==> src/rtl/if_stage.sv <==
// Instruction fetch stage: owns the PC, issues word reads to instruction memory and
// fills the IF/ID register, with a one-entry skid buffer for words that return under stall.
module if_stage #(
  parameter logic [15:0] RESET_PC  = 16'h0000,
  parameter logic [15:0] NOP_INSTR = 16'h0000
) (
  input  logic        clk,
  input  logic        rst_n,
  input  logic        stall,
  input  logic        j_ctrl,
  input  logic [15:0] j_pc,
  input  logic        hlt,
  output logic        im_re,
  output logic [15:0] im_addr,
  input  logic        im_valid,
  input  logic [15:0] im_rdata,
  output logic [15:0] instr,
  output logic [15:0] pc,
  output logic        instr_valid,
  output logic        halted,
  output logic [1:0]  dbg_state_o
);

  // Memory handshake: im_re is a single-cycle request carrying im_addr; the memory
  // answers with one im_valid pulse some cycles later. At most one request is outstanding.
  typedef enum logic [1:0] {
    S_FETCH = 2'd0,
    S_WAIT  = 2'd1,
    S_HALT  = 2'd2
  } state_e;

  state_e      state_q, state_d;
  logic [15:0] pc_q, pc_d;
  logic [15:0] addr_q, addr_d;
  logic        squash_q, squash_d;
  logic        skid_valid_q, skid_valid_d;
  logic [15:0] skid_instr_q, skid_instr_d;
  logic [15:0] skid_addr_q, skid_addr_d;
  logic [15:0] ifid_instr_q, ifid_instr_d;
  logic [15:0] ifid_pc_q, ifid_pc_d;
  logic        ifid_valid_q, ifid_valid_d;
  logic        im_re_c;
  logic [15:0] im_addr_c;
  logic        halt_req;
  logic        redirect;

  assign halt_req = hlt && !stall;
  assign redirect = j_ctrl && !stall;

  always_comb begin
    state_d      = state_q;
    pc_d         = pc_q;
    addr_d       = addr_q;
    squash_d     = squash_q;
    skid_valid_d = skid_valid_q;
    skid_instr_d = skid_instr_q;
    skid_addr_d  = skid_addr_q;
    ifid_instr_d = ifid_instr_q;
    ifid_pc_d    = ifid_pc_q;
    ifid_valid_d = ifid_valid_q;
    im_re_c      = 1'b0;
    im_addr_c    = pc_q;

    // Any non-stalled cycle that does not deliver a word inserts a bubble.
    if (!stall) begin
      ifid_instr_d = NOP_INSTR;
      ifid_valid_d = 1'b0;
    end

    unique case (state_q)
      S_FETCH: begin
        if (halt_req) begin
          state_d      = S_HALT;
          skid_valid_d = 1'b0;
        end else if (redirect) begin
          pc_d         = j_pc;
          skid_valid_d = 1'b0;
        end else if (skid_valid_q) begin
          if (!stall) begin
            ifid_instr_d = skid_instr_q;
            ifid_pc_d    = skid_addr_q + 16'd1;
            ifid_valid_d = 1'b1;
            pc_d         = skid_addr_q + 16'd1;
            skid_valid_d = 1'b0;
          end
        end else begin
          im_re_c   = 1'b1;
          im_addr_c = pc_q;
          addr_d    = pc_q;
          state_d   = S_WAIT;
        end
      end

      S_WAIT: begin
        if (halt_req) begin
          state_d      = S_HALT;
          squash_d     = 1'b0;
          skid_valid_d = 1'b0;
        end else if (redirect) begin
          // A word returning in the same cycle as the jump is dropped outright;
          // otherwise the in-flight response is marked to be dropped on arrival.
          pc_d         = j_pc;
          skid_valid_d = 1'b0;
          if (im_valid) begin
            state_d  = S_FETCH;
            squash_d = 1'b0;
          end else begin
            squash_d = 1'b1;
          end
        end else if (im_valid && squash_q) begin
          state_d  = S_FETCH;
          squash_d = 1'b0;
        end else if (im_valid) begin
          if (stall) begin
            skid_valid_d = 1'b1;
            skid_instr_d = im_rdata;
            skid_addr_d  = addr_q;
            state_d      = S_FETCH;
          end else begin
            ifid_instr_d = im_rdata;
            ifid_pc_d    = addr_q + 16'd1;
            ifid_valid_d = 1'b1;
            pc_d         = addr_q + 16'd1;
            im_re_c      = 1'b1;
            im_addr_c    = addr_q + 16'd1;
            addr_d       = addr_q + 16'd1;
          end
        end
      end

      S_HALT: begin
        ifid_instr_d = NOP_INSTR;
        ifid_valid_d = 1'b0;
        skid_valid_d = 1'b0;
        squash_d     = 1'b0;
      end

      default: begin
        state_d = S_HALT;
      end
    endcase
  end

  always_ff @(posedge clk) begin
    if (!rst_n) begin
      state_q      <= S_FETCH;
      pc_q         <= RESET_PC;
      addr_q       <= RESET_PC;
      squash_q     <= 1'b0;
      skid_valid_q <= 1'b0;
      skid_instr_q <= NOP_INSTR;
      skid_addr_q  <= 16'h0000;
      ifid_instr_q <= NOP_INSTR;
      ifid_pc_q    <= 16'h0000;
      ifid_valid_q <= 1'b0;
    end else begin
      state_q      <= state_d;
      pc_q         <= pc_d;
      addr_q       <= addr_d;
      squash_q     <= squash_d;
      skid_valid_q <= skid_valid_d;
      skid_instr_q <= skid_instr_d;
      skid_addr_q  <= skid_addr_d;
      ifid_instr_q <= ifid_instr_d;
      ifid_pc_q    <= ifid_pc_d;
      ifid_valid_q <= ifid_valid_d;
    end
  end

  assign im_re       = rst_n && im_re_c;
  assign im_addr     = im_addr_c;
  assign instr       = ifid_instr_q;
  assign pc          = ifid_pc_q;
  assign instr_valid = ifid_valid_q;
  assign halted      = (state_q == S_HALT);
  assign dbg_state_o = state_q;

endmodule

==> config.mk <==
export PLATFORM = sky130hd
export DESIGN_NAME = if_stage
export DESIGN_NICKNAME = d
export VERILOG_FILES = /design/src/rtl/if_stage.sv
export SDC_FILE = /design/constraint.sdc
export NUM_CORES = 1
export LEC_CHECK = 0
export ABC_CLOCK_PERIOD_IN_PS = 2520
export CORE_UTILIZATION = 40
export CTS_CLUSTER_DIAMETER = 150
export CTS_CLUSTER_SIZE = 25
export DETAILED_ROUTE_END_ITERATION = 12
export DONT_BUFFER_PORTS = 1
export GPL_TIMING_DRIVEN = 1
export SYNTH_ARGS = -nofsm -noshare
export SYNTH_HDL_FRONTEND = slang
export SYNTH_SLANG_ARGS = --single-unit
==> constraint.sdc <==
create_clock -name clk -period 2.52 [get_ports clk]
set_input_delay 0.504 -clock clk [delete_from_list [all_inputs] [get_ports clk]]
set_output_delay 0.504 -clock clk [all_outputs]
set_load 0.02 [all_outputs]
==> results of run 1 <==
-- metrics by stage --
stage | area (sq um) | util, %
floorplan | 5653 | -
global placement | 6037 | 43.66
detailed placement | 6037 | 43.66
CTS | 6559 | 47.43
global route | 6630 | 47.95
finish | 6630 | 47.95
-- synth_stat cells (3+ instances only) --
cell type    n  area [sq um]
clkbuf_1    36         135.1
a31oi_1      3         18.77
o32ai_1      4         35.03
a211oi_1     7         52.55
xor2_1      15         131.4
a21o_1       4         30.03
buf_1        3         11.26
nor3_1      10         50.05
o31a_1       3         26.28
mux2_2       6         67.56
buf_2       18         90.09
nand3b_1     4         30.03
a221oi_1     9         78.83
o31ai_1      3         22.52
o21ai_0     54         270.3
a22oi_1     17         127.6
nor2_1      67         251.5
ha_1         6         75.07
nor4_2       3         37.54
nor4_1       9         56.30
dfxtp_1    101          2022
nand2_1    125         469.2
o21a_1       8         60.06
a21oi_1     79         395.4
nand3_1     17         85.08
a211o_1      7         61.31
nand4_1      9         56.30
o211ai_1     4         30.03
xnor2_1     11         96.34
o21bai_1     3         22.52
o22ai_1      7         43.79
mux2i_1      7         70.07
nand2b_1     6         37.54
nor2b_1      9         56.30
and2_1      18         112.6
inv_1       10         37.54
-- cell type report --
cell class	instances	area share, %
clock buffer	11	3.510
inverter	12	0.6794
tap	180	3.397
timing repair buffer	69	8.756
sequential	101	30.87
clock inverter	5	0.5661
multi-input combinational	569	52.22
-- sequential cells by signal (all words and copies together), names as in the netlist, 2 cells and up --
| register | flops |
|---|---|
| pc | 16 |
| dbg_state_o | 2 |
| addr_q | 16 |
| instr | 16 |
| skid_addr_q | 16 |
| pc_q | 16 |
| skid_instr_q | 16 |
-- per-layer routing --
metal	up-vias	track usage, %	part of all wire [%]
li1	2663	-	-
met1	2696	36.25	45
met2	250	37.04	45
met3	22	4.670	8.4
met4	0	7.099	1.7
met5	-	0	0
-- worst max path at each step --
stage | depth (start not counted) | startpoint | to
final | 6 | addr_q[9] | im_addr[15]
after global routing | 7 | addr_q[8] | im_addr[13]
after detailed placement | 6 | addr_q[5] | im_addr[13]
after CTS | 6 | addr_q[9] | im_addr[15]
after floorplan | 7 | dbg_state_o[0] | im_re
after global placement | 6 | addr_q[5] | im_addr[13]
-- worst register-to-register path: cells and delay by family (launching register included) --
kind                       cells  cell delay (ps)
AOI/OAI and AO/OA              2              430
adders and majority gates      1              210
buffers and inverters          3              530
DFF                            1              380
and+or+nand+nor                2              670
-- power by group --
part	switching, mW	internal, mW
logic	1.15	0.686
clock network	0.630	0.673
registers	0.213	1.75
total	2.00	3.11
-- logic make-up (layout without fill, tap and decap cells) --
logic type / Yosys count / in the layout / synth area share (%)
AO/OA/AOI/OAI: 226 / 226 / 25.37
XOR/XNOR: 26 / 26 / 4.032
adder cells (fa/ha/maj): 6 / 6 / 1.329
buffers and inverters: 72 / 97 / 5.295
flip-flops: 101 / 101 / 35.80
multiplexers: 13 / 13 / 2.437
AND/OR/NAND/NOR: 298 / 298 / 25.74
-- timing repair --
item | in CTS | in global routing
setup buffers | 13 | 2
resized for setup | 28 | 14
hold endpoints to repair | 0 | 0
gates cloned | 2 | 0
pin swaps | 7 | 4
endpoints found under the setup margin | 15 | 16
==> impl_metrics.ini, run 1 <==
[run_status]
run_status = finished with violations
failed_checks = negative setup slack

[worst_setup_path]
criticalPathCategory = reg -> out
r2r_setup_slack_ps = 170
crit_required_ps = 2020
cp_max_fo = 6
cp_num_buf_inv = 2
cp_slowest_stage_delay_ps = 430
critical_path.top_delay_family = simple AND/OR/NAND/NOR gates
r2r_end = pc[12]
cp_data_arrival_time_ps = 2060
endpoint_kind = output pin
crit_chain = buf_4 -> nand3_1 -> nor4_2 -> xnor2_1 -> a21oi_2 -> buf_6
slowest_stage = nor4_2
worst_r2r_path_depth = 8
startpoint_type = register
rr_startpoint = dbg_state_o[0]

[timing]
worst_clock_skew_ps = 10.22
final.setup.tns_ps = -105.0
relSlewSlack_pct = 35.20
hold_slack_ps = 272.6
fin_crit_sh_pct = 101.6
setup_viol = 3
rsz0062_at_grt = yes
drv_slew = 0
finalHoldViolations = 0
fin_ws_ps = -41.39
worst_pin_slew_ps = 971.9
fmax_ghz = 0.3904
fin_crit_ps = 2561

[finish]
nets = 806
multi_input_area_sq_um = 3462
syn_to_final_growth_pct = 17.39
fill_cells = 1330
ff_latch_area_sq_um = 2047
antennaDiodeCount = 0
final_layout_size_suffix_gt1_share_pct = 18.38
stdcell_count = 947
final_common_cell = nand2_1
layout_common_cells = 125 x nand2_1, 89 x dfxtp_1, 76 x a21oi_1

[yosys]
synthCells = 742
synthesis.nets = 786
synth_area_sq_um = 5648
synth_edf_count = 0
synthFlopType = dfxtp_1
ys_seq_area_share_pct = 35.80
yosysWarnings = 0
yosysUniqueCellTypes = 69
ys_seq_elements = 101
synth_async_sr_flop_share_pct = 0
syn_area_per_cell_sq_um = 7.612

[global_routing]
grt_usage_pct = 24.91
grt_remaining_overflow = 0
grt_start_max_net_pins = 55
first_global_vias = 5104
antenna_found_initial = 0
grt_pass1_wl_microns = 28320

[placed_design]
gp_congestion = 0.8957
hpwl_microns = 12670
dpl_worst_slack_ps = 135.7
port_buffers = 0
dp_cells = 914

[power]
leakagePower_nw = 2.316
powerDensity_nw_per_um2 = 770.2
total_power_mw = 5.107
irDropWorstVdd_uv = 405.2

[clock_network]
postCtsHoldBufs = 0
cts_tree = yes
clockBufferDepth = 2
cts_buffers = 9
cts_max_level = 3
clock_latency_ps = 350
clkSinkCount = 101
clk_pin_slew_ps = 70
cts.root.buffer_cell = clkbuf_16

[die]
die-area_sq_um = 14600
rows = 43
core_area_sq_um = 13830
die_h_microns = 120.8
start_util_pct = 40.85
fp.dieW_microns = 120.8
ios = 91

[routing]
via_per_inst = 5.946
drtAntennaViolNets = 0
vias = 5631
drt_iter0_markers = 719
totalWireLength_microns = 18210
dr.pass1.iters = 5
wl_per_cell_microns = 19.23
drc = 0

[hold_path]
min_to = instr[4]
min_path_cells = 1
hp-class = in -> reg
min_from = rst_n

[run]
max-cap-violations = 0
(Power assumes the default switching activity.)
==> inputs of run 2 (changes only) <==
--- a/config.mk
+++ b/config.mk
@@ -8,10 +8,11 @@
 export ABC_CLOCK_PERIOD_IN_PS = 2520
 export CORE_UTILIZATION = 40
 export CTS_CLUSTER_DIAMETER = 150
-export CTS_CLUSTER_SIZE = 25
+export CTS_CLUSTER_SIZE = 8
 export DETAILED_ROUTE_END_ITERATION = 12
 export DONT_BUFFER_PORTS = 1
 export GPL_TIMING_DRIVEN = 1
+export SETUP_SLACK_MARGIN = 0.3
 export SYNTH_ARGS = -nofsm -noshare
 export SYNTH_HDL_FRONTEND = slang
 export SYNTH_SLANG_ARGS = --single-unit
==> run 2 against run 1 <==
Effect of this change: total power rose by 14%; cell count rose by 3.5%; count of clock-buffer cells in the layout fell by 2; the run still ends with negative setup slack left; die area did not move; sequential cell count did not move; largest power group is now combinational cells.
==> impl_metrics.ini, run 2 (synthesis results as in run 1) <==
[clock_network]
clockBufferDepth = 2
cts_max_level = 3
clk_pin_slew_ps = 70
clkSinkCount = 101
cts_buffers = 9
clock_latency_ps = 360
cts_tree = yes
cts.root.buffer_cell = clkbuf_16

[global_routing]
first_global_vias = 5296
antenna_found_initial = 0
grt_pass1_wl_microns = 28870
grt_start_max_net_pins = 55
grt_usage_pct = 25.72
grt_remaining_overflow = 0

[worst_setup_path]
endpoint_kind = output pin
r2r_end = pc[13]
worst_r2r_path_depth = 13
slowest_stage = nor4_4
startpoint_type = register
cp_max_fo = 3
crit_required_ps = 2020
cp.depth = 6
cp_num_buf_inv = 1
criticalPathCategory = reg -> out
crit_chain = nand4_1 -> nor4_4 -> xnor2_1 -> o31a_1 -> o21ai_2 -> buf_6
rr_startpoint = addr_q[10]
cp-startpoint = addr_q[10]
cp_slowest_stage_delay_ps = 400
critical_path.top_delay_family = simple AND/OR/NAND/NOR gates
crit_path_end = im_addr[13]
cp_data_arrival_time_ps = 2020
r2r_setup_slack_ps = 90

[power]
pwr-share-seq_pct = 34.3
combPwrFrac_pct = 40.9
p_int_mw = 3.621
clock_power_share_pct = 24.8
power_switching_mw = 2.222
irDropWorstVdd_uv = 433.8
powerDensity_nw_per_um2 = 796.5
p_sw_share_pct = 38.03
leakagePower_nw = 2.621

[run_status]
run_status = finished with violations
failed_checks = negative setup slack

[die]
die_h_microns = 120.8
ios = 91
fp.dieW_microns = 120.8
core_area_sq_um = 13830
start_util_pct = 40.85
rows = 43
die-area_sq_um = 14600

[timing]
finalHoldViolations = 0
fmax_ghz = 0.3958
fin_ws_ps = -6.324
drv_slew = 0
relSlewSlack_pct = 51.34
worst_clock_skew_ps = 7.641
worst_pin_slew_ps = 729.9
setup_viol = 1
rsz0062_at_grt = yes
fin_crit_sh_pct = 100.3
hold_slack_ps = 268.7
fin_crit_ps = 2526

[finish]
final_layout_size_suffix_gt1_share_pct = 27.00
layout_common_cells = 121 x nand2_1, 88 x dfxtp_1, 67 x buf_4
fill_cells = 1236
final_common_cell = nand2_1
antennaDiodeCount = 0
syn_to_final_growth_pct = 29.88
nets = 839
post-route-util_pct = 53.05

[routing]
drc = 0
drtAntennaViolNets = 0
drt_iter0_markers = 517
via_per_inst = 5.994
totalWireLength_microns = 19190
wl_per_cell_microns = 19.58
dr.pass1.iters = 5
vias = 5874

[run]
max-cap-violations = 0

[placed_design]
port_buffers = 0
hpwl_microns = 12300
gp_congestion = 0.8912
dpl_worst_slack_ps = 160.1

[hold_path]
hp-class = in -> reg
## run 2: cell types whose count changed in the layout (fill, tap and decap cells not counted), moves of 4 or more
| cell | previous run | this run |
|---|---|---|
| buf_6 | 4 | 26 |
| a21oi_1 | 76 | 66 |
| a21oi_2 | 4 | 13 |
| nor2_1 | 66 | 58 |
| buf_4 | 61 | 67 |
| dfxtp_4 | 4 | 9 |
| nor2_4 | 0 | 5 |
| a211oi_1 | 7 | 3 |
| a211oi_2 | 0 | 4 |
| dfxtp_2 | 8 | 4 |
| nand2_1 | 125 | 121 |
## run 2: layout make-up
| cell class | instances | area (sq um) | share of cell area (%) |
|---|---|---|---|
| clock inverters | 7 | 83.83 | 1.143 |
| multi-input cells | 570 | 3722 | 50.74 |
| clock buffers | 9 | 225.2 | 3.070 |
| inverters | 12 | 50.05 | 0.6822 |
| repair buffers | 101 | 968.4 | 13.20 |
| well taps | 180 | 225.2 | 3.070 |
| flip-flops and latches | 101 | 2061 | 28.09 |
## run 2: how the worst min path moves through the flow
stage,depth (start not counted),end,from,slack [ps]
3_5_place_dp,2,skid_instr_q[6],skid_instr_q[6],450
3_3_place_gp,2,skid_instr_q[8],skid_instr_q[8],440
6_report,1,instr[1],rst_n,270
2_1_floorplan,2,skid_instr_q[0],skid_instr_q[0],440
4_1_cts,1,instr[5],rst_n,260
5_1_grt,1,instr[8],rst_n,260
## run 2: power by group through the flow
stage / Combinational [mW] / Sequential, mW / Clock [mW]
global route: 2.53 / 2.02 / 1.53
floorplan: 1.25 / 1.93 / 0
CTS: 2.01 / 1.98 / 1.47
detailed placement: 1.74 / 1.99 / 0
global placement: 1.72 / 1.99 / 0
finish: 2.39 / 2.01 / 1.45
## run 2: stage by stage
| stage | instances | power [mW] | TNS, ps | instance area, sq um |
|---|---|---|---|---|
| after floorplan | 742 | 3.181 | 0 | 5702 |
| after global placement | 913 | 3.714 | 0 | 6068 |
| after detailed placement | 913 | 3.737 | 0 | 6068 |
| after CTS | 961 | 5.458 | 0 | 6882 |
| after global routing | 980 | 6.088 | -95.00 | 7336 |
| final | 980 | 5.843 | -6.324 | 7336 |
## run 2: what timing repair did
item | CTS | global route
setup buffers | 30 | 17
endpoints found under the setup margin | 46 | 53
cloned | 2 | 2
hold buffers | 0 | 0
pin swaps | 14 | 14
resized for setup | 64 | 72
## run 2: metal layers
metal,global-route usage (%),up-vias,wire length (microns)
met5,0,-,0
met4,14.51,0,890
met3,6.462,69,1589
met2,40.21,311,8981
met1,32.05,2767,7732
li1,-,2727,-
